`src/rtl/madd_seq.sv`:
```
// madd_seq: multi-cycle multiply-accumulate engine for the EX stage
// (MADD, MADDU, MSUB, MSUBU).
//
// The 32x32 product is built from two 16-bit partial products over two
// cycles. In the third cycle the result is added to, or subtracted from,
// the forwarded HI/LO pair. The pipeline is stalled meanwhile.
//
// Ports:
//   clk, rst        clock, synchronous active-high reset
//   start           MADD-class instruction valid in EX
//   op[1:0]         00 MADD, 01 MADDU, 10 MSUB, 11 MSUBU
//   opdata1/2       multiplicand (rs) / multiplier (rt)
//   hi_i, lo_i      current (forwarded) HI/LO
//   hold            EX frozen by a later-stage stall
//   flush           pipeline flush; abandons the operation
//   stallreq_o      stall request to PC/IF/ID/EX
//   whilo_o         HI/LO write enable (asserted in ACC only)
//   hi_o, lo_o      accumulated result (zero outside ACC)
//   cnt_o           state code: 0 IDLE, 1 MUL1, 2 ACC
module madd_seq (
    input  logic        clk,
    input  logic        rst,
    input  logic        start,
    input  logic [1:0]  op,
    input  logic [31:0] opdata1,
    input  logic [31:0] opdata2,
    input  logic [31:0] hi_i,
    input  logic [31:0] lo_i,
    input  logic        hold,
    input  logic        flush,
    output logic        stallreq_o,
    output logic        whilo_o,
    output logic [31:0] hi_o,
    output logic [31:0] lo_o,
    output logic [1:0]  cnt_o
);

    typedef enum logic [1:0] {
        IDLE = 2'd0,
        MUL1 = 2'd1,
        ACC  = 2'd2
    } state_t;

    state_t      state;
    logic [31:0] a_q;       // multiplicand magnitude
    logic [15:0] b_hi_q;    // upper half of multiplier magnitude
    logic        neg_q;     // product must be negated
    logic [1:0]  op_q;
    logic [63:0] prod_q;

    logic        signed_op;
    logic [31:0] a_mag;
    logic [31:0] b_mag;
    logic        neg_in;
    logic [63:0] pp_lo;
    logic [63:0] pp_hi;
    logic [63:0] p_sum;
    logic [63:0] acc;

    // Magnitude of 0x80000000 wraps back to 0x80000000, which read as
    // unsigned is exactly 2^31, so no special case is needed.
    always_comb begin
        signed_op = ~op[0];
        a_mag     = (signed_op && opdata1[31]) ? (32'd0 - opdata1) : opdata1;
        b_mag     = (signed_op && opdata2[31]) ? (32'd0 - opdata2) : opdata2;
        neg_in    = signed_op & (opdata1[31] ^ opdata2[31]);
        pp_lo     = {32'd0, a_mag} * {48'd0, b_mag[15:0]};
        pp_hi     = {32'd0, a_q} * {48'd0, b_hi_q};
        p_sum     = prod_q + (pp_hi << 16);
        acc       = op_q[1] ? ({hi_i, lo_i} - prod_q) : ({hi_i, lo_i} + prod_q);
    end

    always_ff @(posedge clk) begin
        if (rst) begin
            state  <= IDLE;
            a_q    <= '0;
            b_hi_q <= '0;
            neg_q  <= 1'b0;
            op_q   <= '0;
            prod_q <= '0;
        end else if (flush) begin
            state  <= IDLE;
            prod_q <= '0;
        end else if (!hold) begin
            case (state)
                IDLE: begin
                    if (start) begin
                        a_q    <= a_mag;
                        b_hi_q <= b_mag[31:16];
                        neg_q  <= neg_in;
                        op_q   <= op;
                        prod_q <= pp_lo;
                        state  <= MUL1;
                    end
                end
                MUL1: begin
                    prod_q <= neg_q ? (64'd0 - p_sum) : p_sum;
                    state  <= ACC;
                end
                ACC:     state <= IDLE;
                default: state <= IDLE;
            endcase
        end
    end

    always_comb begin
        stallreq_o = ((state == IDLE) && start) || (state == MUL1);
        whilo_o    = (state == ACC);
        hi_o       = whilo_o ? acc[63:32] : '0;
        lo_o       = whilo_o ? acc[31:0]  : '0;
        cnt_o      = state;
    end

endmodule

```
`config.mk`:
```
export PLATFORM = sky130hd
export DESIGN_NAME = madd_seq
export DESIGN_NICKNAME = d
export VERILOG_FILES = /design/src/rtl/madd_seq.sv
export SDC_FILE = /design/constraint.sdc
export NUM_CORES = 2
export LEC_CHECK = 0
export BUFFER_PORTS_ARGS = -buffer_cell sky130_fd_sc_hd__buf_2
export CORE_AREA = 10 10 407 409
export DETAILED_ROUTE_END_ITERATION = 8
export DIE_AREA = 0 0 417 419
export PLACE_DENSITY = 0.48
export SLEW_MARGIN = 40
export SYNTH_ARGS = -nofsm -noshare
export SYNTH_HDL_FRONTEND = slang
export SYNTH_SLANG_ARGS = --single-unit
```
`constraint.sdc`:
```
create_clock -name clk -period 8.8 [get_ports clk]
set_input_delay 1.76 -clock clk [delete_from_list [all_inputs] [get_ports clk]]
set_output_delay 1.76 -clock clk [all_outputs]
set_load 0.1 [all_outputs]
```
==> results.md <==
- Status: finished, violations left
- Violated checks: negative setup slack
- DIE AREA: 175,000 um2
- Worst-skew pair later-pin latency: 0.51 ns
- Die extent in y: 419 um
- Setup crit end kind: flop
- CP peak stage delay: 0.57 ns
- Multi-input logic area: 42,200 um2
- Syn_nets: 7,203
- Reg area: 2380 um2
- Avg Cell Area, Syn: 7.97 um2
- Reg clk slew, reported paths: 0.07 ns
- Final worst path period share: 104%
- Fill count: 16,300
- Launch point of the worst reg-to-reg path: b_hi_q[5]
- Final setup vio count: 19
- Port Buffers: 202
- Worst Hold Launch: prod_q[63]
- ANT nets after route: 0
- TritonRoute pass-1 iters: 5
- R2r setup slk: -0.32 ns
- FF-to-FF End: prod_q[62]
- Synth cell types: 97
- Total vias in the final route: 43,400
- Sequential-to-total area share from yosys stat: 4.96%
- Hold-fix buffers, CTS: 0
- CTS Buffer Depth: 2
- FP Rows: 146
- Total grt overflow: 0
- Most used cell, CP: buf_4
- Drc violations: 0
- CP bufs+invs: 12
- Area of the mapped netlist: 46,800 um2
- Clock buffer count from CTS: 17
- Initial antenna violation count: 7
- Hpwl dp: 148,000 um
- Finished Layout Cells: 8,911
- CP max FO: 9
- Fmax: 110 MHz
- Share of cells above drive strength 1: 25.2%
- Vias in the first global route: 45,300
- Worst Hold Depth: 2
- Area growth syn-to-layout: 29.9%
- DRT Wirelength: 170,000 um
- Top Ports: 203
- Largest net degree at the start of global routing: 63
- Startpoint Class: flop
- Root buf cell: clkbuf_16
- FF-to-FF path depth: 36
- Nets: 8,146
- HP Class: reg -> reg
- TritonCTS Sinks: 116
- Synth warnings: 0
- RSZ-0062 raised after global routing: yes
- Final GP Congestion: 0.940
- Commonest non-fill, non-tap cell in the layout: buf_4
- Syn Inst Count: 5,875
- CTS tree: built
- Worst Hold End: prod_q[63]
- Post-synth EDFFs: 0
- Async set or reset register ratio after synthesis: 0%
- Synth Register Bits: 116
- Final Max Slew Viols: 0
- Slew @ Worst Pin: 0.920 ns
- Drt via density: 4.87
- GRT Total Usage: 19.1%
- WL per Instance: 19.0 um
- Slew HR: 38.3%
- Critical Path RT: 9.14 ns
- Initial core utilization: 29.7%
- Delay-heaviest family, CP: adder cells
- H-tree depth: 4
- Setup ws final: -0.316 ns
- Global-route wire length before repair: 263,000 um
- Initial DRC Count: 2,530
- Most frequent cells in the layout: buf_4, inv_1, nand2_1
- Core Area: 157,000 um2
- Top_reg_cell synth: dfxtp_1
- Post-place setup slack: -1.30 ns
- Final min period: 9.12 ns
- Critical path class: reg -> reg
- Final Hold Viols: 0
- Die Wd: 417 um
- CP max-delay cell: fa_1
- Skew final: 0.0195 ns
- CP arrival: 9.46 ns
- Placed Instances: 8,759
- Maxcap violations: 0
worst max path at each step:
stage | start | depth (start not counted) | slack (ns) | end
6_report | b_hi_q[5] | 36 | -0.32 | prod_q[62]
5_1_grt | b_hi_q[5] | 41 | -0.71 | prod_q[62]
4_1_cts | b_hi_q[5] | 39 | -0.33 | prod_q[62]
3_5_place_dp | opdata1[0] | 34 | -1.30 | prod_q[47]
3_3_place_gp | opdata1[0] | 34 | -1.25 | prod_q[47]
2_1_floorplan | opdata1[0] | 32 | -0.20 | prod_q[44]
per-stage QoR:
step | cell area (um2) | utilization (%) | hold slack, ns | setup TNS [ns]
floorplan | 47300 | - | 0.462 | -0.230
global placement | 57000 | 36.2 | 0.492 | -29.45
detailed placement | 57000 | 36.2 | 0.491 | -31.22
CTS | 59300 | 37.7 | 0.501 | -1.96
global route | 60900 | 38.6 | 0.534 | -11.69
finish | 60900 | 38.6 | 0.502 | -3.00
registers in the layout, indices dropped and copies added, names as in the netlist:
signal,count
prod_q,64
a_q,32
b_hi_q,16
cnt_o,2
neg_q,1
op_q,1
routing by layer:
metal  up-vias  share of wire, %  wire length, um  track usage, %
met5         -             0.012               21               0
li1      20600                 -                -               -
met1     21800                43            72300            24.1
met3       185               4.0             6840            2.22
met2       913                50            85000            33.8
met4         4               3.2             5490            6.00
worst min-delay path, delay by kind of cell, from the launching register on:
kind	cells	cell delay, ns
AND/OR/NAND/NOR	1	0.06
AO/OA/AOI/OAI	1	0.05
flip-flops	1	0.34
layout make-up:
cell class                      count  area share (%)
Timing Repair Buffer             1224            15.6
Sequential cell                   116            3.92
Inverter                          944            5.84
Clock buffer                       17           0.699
Multi-Input combinational cell   4515            69.4
Antenna cell                        8          0.0329
Clock inverter                     15           0.302
Tap cell                         2072            4.26
cell usage after synthesis, types with 14 or more instances:
library cell	instances	area, um2
inv_1	943	3540
nand2_1	938	3520
fa_1	838	16800
nor2_1	434	1630
ha_1	355	4440
a21oi_1	291	1460
clkbuf_1	274	1030
xnor2_1	247	2160
and2_1	238	1490
o21ai_0	143	716
a21o_1	124	931
dfxtp_1	116	2320
xor2_1	109	955
nor3_1	94	470
a211oi_1	68	510
nand3_1	57	285
nand4_1	42	263
a31oi_1	40	250
and3_1	37	231
nand2b_1	31	194
o31ai_1	31	233
o21a_1	29	218
o21bai_1	27	203
nor2b_1	26	163
nor4_1	20	125
o211ai_1	20	150
or3_1	19	119
o21ai_1	15	75.1
a311oi_1	14	123
repair_timing:
action | 4_1_cts | 5_1_grt
gates cloned | 1 | 0
pin swaps | 175 | 153
setup endpoints to repair | 40 | 48
resized for setup | 274 | 269
hold endpoints to repair | 0 | 0
setup buffers | 75 | 46
kinds of logic (layout without fill, tap and decap cells):
logic type / Yosys count / count (layout) / synth area share (%)
compound gates: 937 / 937 / 13.0
fa+ha+maj: 1193 / 1193 / 45.3
mux: 15 / 15 / 0.329
simple gates: 2014 / 2014 / 19.7
flops: 116 / 116 / 4.96
buf+inv: 1244 / 2200 / 10.0
other cells: 0 / 8 / 0
xor+xnor: 356 / 356 / 6.66
Power is not shown: default switching activity piles up to over one toggle a cycle in this logic, so the estimate is an artifact.
